**src/rtl/debouncer_pkg.sv**
```systemverilog
// ---------------------------------------------------------------------------
// debouncer_pkg
// Shared types and helpers for the per-bit debounce filter.
//   debounce_state_t   : per-channel FSM state (STABLE / COUNTING)
//   debounce_cnt_width : width of a counter that can hold 0..cycles
// ---------------------------------------------------------------------------
package debouncer_pkg;

    typedef enum logic {
        DB_STABLE   = 1'b0,
        DB_COUNTING = 1'b1
    } debounce_state_t;

    // Wide enough to count up to 'cycles' without wrapping.
    function automatic int debounce_cnt_width(input int cycles);
        return $clog2(cycles + 1);
    endfunction

endpackage

```
**src/rtl/debounce_channel.sv**
```systemverilog
// ---------------------------------------------------------------------------
// debounce_channel
// Single-bit debounce filter: the output level follows the input only after
// the input has held the opposite level for DEBOUNCE_CYCLES consecutive clocks.
// Optional macro DEBOUNCER_EDGE_EN builds registered rise/fall pulses;
// without it o_rise/o_fall are tied low and no edge flops exist.
// Ports:
//   clk         : system clock
//   n_rst       : asynchronous active-low reset
//   i_sync_data : synchronized (not debounced) input bit
//   o_data      : debounced level
//   o_busy      : 1 while a candidate change is being qualified
//   o_rise      : 1-cycle pulse when o_data goes 0->1
//   o_fall      : 1-cycle pulse when o_data goes 1->0
// ---------------------------------------------------------------------------
module debounce_channel
    import debouncer_pkg::*;
#(
    parameter int   DEBOUNCE_CYCLES = 16,
    parameter logic RESET_VAL       = 1'b0
) (
    input  logic clk,
    input  logic n_rst,
    input  logic i_sync_data,
    output logic o_data,
    output logic o_busy,
    output logic o_rise,
    output logic o_fall
);

    localparam int             CNT_W    = debounce_cnt_width(DEBOUNCE_CYCLES);
    localparam logic [CNT_W-1:0] CNT_ZERO = {CNT_W{1'b0}};
    localparam logic [CNT_W-1:0] CNT_ONE  = CNT_W'(1);
    // Count value at which the next differing sample is the accepting one.
    localparam logic [CNT_W-1:0] CNT_LAST = CNT_W'(DEBOUNCE_CYCLES - 1);

    debounce_state_t  r_state;
    logic [CNT_W-1:0] r_cnt;
    logic             r_data;
    logic             r_busy;

    debounce_state_t  w_state_nxt;
    logic [CNT_W-1:0] w_cnt_nxt;
    logic             w_data_nxt;
    logic             w_differs;

    assign w_differs = i_sync_data ^ r_data;

    // Next-state, counter and accepted-level decode.
    always_comb begin
        w_state_nxt = r_state;
        w_cnt_nxt   = CNT_ZERO;
        w_data_nxt  = r_data;
        case (r_state)
            DB_STABLE: begin
                if (w_differs) begin
                    if (DEBOUNCE_CYCLES == 1) begin
                        // A single differing sample is already enough.
                        w_data_nxt  = i_sync_data;
                        w_state_nxt = DB_STABLE;
                    end else begin
                        w_state_nxt = DB_COUNTING;
                        w_cnt_nxt   = CNT_ONE;
                    end
                end else begin
                    w_state_nxt = DB_STABLE;
                end
            end
            DB_COUNTING: begin
                if (!w_differs) begin
                    // Bounce back to the held level: discard the partial count.
                    w_state_nxt = DB_STABLE;
                end else if (r_cnt == CNT_LAST) begin
                    w_data_nxt  = i_sync_data;
                    w_state_nxt = DB_STABLE;
                end else begin
                    w_cnt_nxt   = r_cnt + CNT_ONE;
                end
            end
            default: begin
                w_state_nxt = DB_STABLE;
            end
        endcase
    end

    // State, counter, level and busy registers.
    always_ff @(posedge clk or negedge n_rst) begin
        if (!n_rst) begin
            r_state <= DB_STABLE;
            r_cnt   <= CNT_ZERO;
            r_data  <= RESET_VAL;
            r_busy  <= 1'b0;
        end else begin
            r_state <= w_state_nxt;
            r_cnt   <= w_cnt_nxt;
            r_data  <= w_data_nxt;
            r_busy  <= (w_state_nxt == DB_COUNTING);
        end
    end

    assign o_data = r_data;
    assign o_busy = r_busy;

`ifdef DEBOUNCER_EDGE_EN
    logic r_rise;
    logic r_fall;

    // Edge pulses land in the same cycle the new level appears on o_data.
    always_ff @(posedge clk or negedge n_rst) begin
        if (!n_rst) begin
            r_rise <= 1'b0;
            r_fall <= 1'b0;
        end else begin
            r_rise <= w_data_nxt & ~r_data;
            r_fall <= ~w_data_nxt & r_data;
        end
    end

    assign o_rise = r_rise;
    assign o_fall = r_fall;
`else
    assign o_rise = 1'b0;
    assign o_fall = 1'b0;
`endif

endmodule

```
**src/rtl/debouncer.sv**
```systemverilog
// ---------------------------------------------------------------------------
// debouncer
// DATA_WIDTH independent debounce channels for inputs already synchronized
// into the clk domain. Optional macro DEBOUNCER_EDGE_EN enables o_rise/o_fall;
// when undefined those ports stay present and read 0.
// Ports:
//   clk         : system clock
//   n_rst       : asynchronous active-low reset
//   i_sync_data : synchronized (not debounced) inputs
//   o_data      : debounced levels
//   o_busy      : per bit, 1 while that channel qualifies a change
//   o_rise      : per bit, 1-cycle pulse on accepted 0->1
//   o_fall      : per bit, 1-cycle pulse on accepted 1->0
// ---------------------------------------------------------------------------
module debouncer
    import debouncer_pkg::*;
#(
    parameter int                    DATA_WIDTH      = 1,
    parameter int                    DEBOUNCE_CYCLES = 16,
    parameter logic [DATA_WIDTH-1:0] RESET_VAL       = {DATA_WIDTH{1'b0}}
) (
    input  logic                  clk,
    input  logic                  n_rst,
    input  logic [DATA_WIDTH-1:0] i_sync_data,
    output logic [DATA_WIDTH-1:0] o_data,
    output logic [DATA_WIDTH-1:0] o_busy,
    output logic [DATA_WIDTH-1:0] o_rise,
    output logic [DATA_WIDTH-1:0] o_fall
);

    for (genvar g = 0; g < DATA_WIDTH; g++) begin : g_ch
        debounce_channel #(
            .DEBOUNCE_CYCLES (DEBOUNCE_CYCLES),
            .RESET_VAL       (RESET_VAL[g])
        ) u_channel (
            .clk         (clk),
            .n_rst       (n_rst),
            .i_sync_data (i_sync_data[g]),
            .o_data      (o_data[g]),
            .o_busy      (o_busy[g]),
            .o_rise      (o_rise[g]),
            .o_fall      (o_fall[g])
        );
    end

endmodule

```
**config.mk**
```make
export PLATFORM = sky130hd
export DESIGN_NAME = debouncer
export DESIGN_NICKNAME = d
export VERILOG_FILES = /design/src/rtl/debouncer_pkg.sv /design/src/rtl/debounce_channel.sv /design/src/rtl/debouncer.sv
export SDC_FILE = /design/constraint.sdc
export NUM_CORES = 1
export LEC_CHECK = 0
export CAP_MARGIN = 20
export CORE_AREA = 2 2 39 41
export DETAILED_ROUTE_END_ITERATION = 12
export DIE_AREA = 0 0 41 43
export GPL_TIMING_DRIVEN = 0
export PLACE_DENSITY = 0.57
export SYNTH_ARGS = -nofsm -noshare
export SYNTH_HDL_FRONTEND = slang
export SYNTH_SLANG_ARGS = --single-unit
```
**constraint.sdc**
```tcl
create_clock -name clk -period 2.5 [get_ports clk]
set_clock_uncertainty 0.1 [all_clocks]
set_input_delay 0.375 -clock clk [delete_from_list [all_inputs] [get_ports clk]]
set_output_delay 0.375 -clock clk [all_outputs]
set_load 0.05 [all_outputs]
```
; ---- After elaboration in Yosys (flattened, before gate mapping)
; Index checks and enable logic that the tools add are counted.
[word_totals]
regBits = 7
inputBits = 3
word_cells = 16
[classes]
add_sub_neg = 1
n_eq_ne = 1
n_mux = 8
bitwise_logic = 2
n_reduce_logical = 1
[op_table]
columns = cell, count
row1 = 5-bit two-way mux, 2
row2 = 5-bit one-hot mux with 2 select lines, 1
row3 = 5-bit by 1-bit adder with 5-bit output (second input constant), 1
row4 = 5-bit by 4-bit equality test with 1-bit output (second input constant), 1
row5 = 1-bit two-way mux, 4
row6 = 3-bit AND reduction, 1
row7 = 1-bit one-hot mux with 2 select lines, 1
row8 = 1-bit inverter, 1
row9 = 1-bit XOR, 1

; ---- Longest topological paths before layout
[depth]
word_depth = 4
depth_mapped = 4
mapped_depth_nobuf = 4

; ---- Least setup slack after synthesis
; Ideal clock, no wire load.
[synth_timing]
path_type = reg2reg
start = register g_ch[0].u_channel.r_state
end = register g_ch[0].u_channel.r_data
setup_time_ns = 0.127
t_arrival_ns = 1.244
path_slack_ns = 1.029
path_stages_with_launch = 4
period_less_slack_ns = 1.471
path_cell_list = dfrtp_1 > inv_1 > nor2_4 > mux2_1
[synth_via]
elab_chain_cells = 1
[synth_lines]
columns = item, line
row1 = "start, declared", debounce_channel.sv:37  ; debounce_state_t r_state;
row2 = "start signal, assigned", debounce_channel.sv:94  ; r_state <= w_state_nxt;
row3 = 3-bit AND reduction (no source line), -
row4 = "end signal, assigned", debounce_channel.sv:96  ; r_data <= w_data_nxt;
row5 = "end, declared", debounce_channel.sv:39  ; logic r_data;
; Every way passes these cells.
; A chain may end at the register's enable or synchronous reset.

==> flow_metrics.py <==
metrics = {
    "run_status": {
        "status": "finished, final reports clean",
    },
    "synthesis": {
        "synth_cells": 28,
        "synthAdderAreaFrac": 0.0380,
        "synthMuxAreaShare": 0.0342,
        "yosysTopAreaCell": "dfrtp_1",
        "yosys_warnings": 0,
        "synth_seq_cells": 7,
        "synth_top_area_share": 0.532,
        "ys_types": 16,
        "synthXorXnorAreaFrac": 0.0798,
        "syn_area_um2": 329,
        "ys_top_cells_by_area": "dfrtp_1 (53%), and3_1 (5.7%), xnor2_1 (5.3%)",
        "synthSimpleGateAreaFrac": 0.213,
        "avgSynthCellArea_um2": 11.8,
        "synth_seq_area_share": 0.532,
        "synth_top_family_by_area": "simple AND/OR/NAND/NOR gates",
        "synth-compound-area-share": 0.0228,
    },
    "critical_path": {
        "reg2reg_to": "g_ch[0].u_channel.o_data",
        "cp_cell_sequence": "clkdlybuf4s50_1",
        "path_depth": 1,
        "critical_path_class": "flop to output pin",
        "crit_path_end_kind": "output pin",
        "slowest_stage": "clkdlybuf4s50_1",
        "crit_end": "o_busy",
        "timing.critical_path.buf_inv": 1,
        "path_delay_family": "buffers and inverters",
        "r2r-start": "g_ch[0].u_channel.r_cnt[0]",
        "ff2ff_path_depth": 4,
        "startpoint": "g_ch[0].u_channel.r_state",
        "worstSetupStartpointType": "flop",
        "cp.required_ps": 2030,
        "reg2reg_setup_slack_ps": 1040,
        "max_stage_delay_ps": 820,
        "crit_fanout": 4,
        "cp.arrival_ps": 1430,
    },
    "layout": {
        "drive_gt1_frac": 0.189,
        "nets": 42,
        "nFillCells": 141,
        "areaGrowthSynthToFinish_pct": 27.4,
        "diodes": 0,
    },
    "die": {
        "die_area_um2": 1760,
        "start_util": 0.238,
        "rows": 14,
        "die_h_um": 43,
        "io_pins": 7,
        "core-area_um2": 1380,
        "die_x_um": 41,
    },
    "sta": {
        "rsz0062_at_grt": "no",
        "slew_headroom": 0.669,
        "min_period_ps": 1900,
        "drv_slew": 0,
        "finalHoldViolations": 0,
        "worst_pin_slew_ps": 495,
        "final-setup-viol-count": 0,
        "holdWs_ps": 296,
        "period_share": 0.761,
        "fmax_mhz": 526,
        "final.setup.tns_ps": 0,
    },
    "clock_network": {
        "htree_levels": 1,
        "cts_resized": 0,
        "cts_max_path_buffers": 2,
        "clock_sinks": 7,
        "clkTransAtPathRegs_ps": 50,
        "cts_tree": "yes",
        "worstSkewPairLatency_ps": 240,
        "cts_buffers": 3,
        "cts_root_buf": "clkbuf_4",
        "ctsHoldBuffers": 0,
        "cts_setup_buffers": 0,
    },
    "route": {
        "dr.pass1.iters": 2,
        "route.detailed.drc": 0,
        "drt-total-wl_um": 498,
        "met1_length_um": 241,
        "routed_via_density": 4.00,
        "drtIter0Drc": 2,
        "wl_met3_um": 32,
        "met2_length_um": 224,
        "ant_nets": 0,
        "top_layer": "met3",
        "wl_per_cell_um": 9.40,
        "vias": 212,
    },
    "run": {
        "maxCapViolations": 0,
    },
    "global_routing": {
        "groute.usage.overall": 0.0742,
        "grt_pass1_vias": 239,
        "grt_max_degree": 8,
        "grt_pass1_wl_um": 890,
        "grt_remaining_overflow": 0,
        "antenna_found_initial": 0,
    },
    "place": {
        "port_buffers": 4,
        "place_congestion": 0.606,
    },
    "pwr": {
        "seqPwrFrac": 0.488,
        "clockPowerShare": 0.403,
        "switching_share": 0.234,
        "share_comb_of_total_power": 0.109,
        "power_density_nw_per_um2": 581,
        "vdd_drop_max_v": 0.000286,
        "power_switching_mw": 0.0569,
        "p_leak_nw": 0.227,
        "p_int_mw": 0.187,
    },
    "hold_path": {
        "hold_path_class": "input pin to asynchronous set/reset pin",
    },
}
[per-layer routing]
metal | up-vias | GRT usage
met5 | - | 0
met4 | 0 | 0.0400
met3 | 0 | 0.0366
met2 | 6 | 0.109
met1 | 98 | 0.0836
li1 | 108 | -
[worst reg2reg max path, cell delays in order (launching register included)]
cell and delay, ps:
dfrtp_1 370, ha_1 230, nand4b_2 170, nor2_4 150, mux2_1 330
[power groups by stage]
stage | clock (mW) | combinational (mW) | sequential (mW)
after floorplan | 0 | 0.0151 | 0.123
after global placement | 0 | 0.0264 | 0.121
after detailed placement | 0 | 0.0268 | 0.121
after CTS | 0.103 | 0.0268 | 0.119
after global routing | 0.109 | 0.0293 | 0.119
final | 0.0981 | 0.0265 | 0.119
[cell families (layout without fill, tap and decap cells)]
kind of cell	count (synthesis)	in the layout
AOI/OAI and AO/OA	1	1
xor gates and xnor gates	3	3
adders and majority gates	1	1
buffers and inverters	4	12
DFF	7	7
muxes	1	1
other	1	2
and+or+nand+nor	10	10
[sequential cells by signal, indices dropped and copies added (netlist names)]
name and flops:
g_ch.u_channel.r_cnt 5, g_ch.u_channel.r_state 1, g_ch.u_channel.o_data 1
[how the worst min path moves through the flow]
| stage | startpoint | end | slack (ps) | cells after the start |
|---|---|---|---|---|
| after floorplan | n_rst | g_ch[0].u_channel.o_data | -20 | 0 |
| after detailed placement | g_ch[0].u_channel.r_state | g_ch[0].u_channel.r_cnt[0] | 380 | 1 |
| after CTS | n_rst | g_ch[0].u_channel.r_state | 300 | 1 |
| final | n_rst | g_ch[0].u_channel.r_state | 300 | 1 |
| after global placement | g_ch[0].u_channel.r_cnt[0] | g_ch[0].u_channel.r_cnt[0] | 390 | 1 |
| after global routing | n_rst | g_ch[0].u_channel.r_state | 320 | 1 |
[layout by cell type (no fill, tap or decap)]
| master | instances |
|---|---|
| a211oi_1 | 1 |
| buf_4 | 2 |
| conb_1 | 2 |
| nand3_1 | 2 |
| mux2_1 | 1 |
| and2_1 | 1 |
| dfrtp_1 | 7 |
| ha_1 | 1 |
| xor2_1 | 1 |
| clkbuf_4 | 3 |
| nor3_1 | 1 |
| nand4b_2 | 1 |
| inv_1 | 2 |
| clkbuf_1 | 1 |
| and3_1 | 3 |
| clkdlybuf4s50_1 | 4 |
| xnor2_1 | 2 |
| nor2_1 | 1 |
| nor2_4 | 1 |
[area by class of cell]
class	instances	area (um^2)	share of cell area
plain buffers	2	15.0	0.0358
flip-flops and latches	7	175	0.418
clock buffers	4	26.3	0.0627
repair buffers	4	40.0	0.0955
multi-input cells	18	135	0.322
well taps	16	20.0	0.0478
inverters	2	7.51	0.0179
[Yosys cell counts, drive strengths merged]
library cell	count
a211oi	1
and2	1
and3	3
buf	2
conb	1
dfrtp	7
ha	1
inv	2
mux2	1
nand3	2
nand4b	1
nor2	2
nor3	1
xnor2	2
xor2	1
[metrics by stage]
stage	setup WS [ps]	instance area (um^2)	instances	total power, mW	utilization
6_report	597	419	53	0.243	0.303
2_1_floorplan	1030	333	29	0.138	-
3_5_place_dp	862	393	49	0.148	0.284
5_1_grt	540	419	53	0.257	0.303
3_3_place_gp	847	393	49	0.147	0.284
4_1_cts	577	419	53	0.249	0.303
Power figures use the tool's default switching activity.
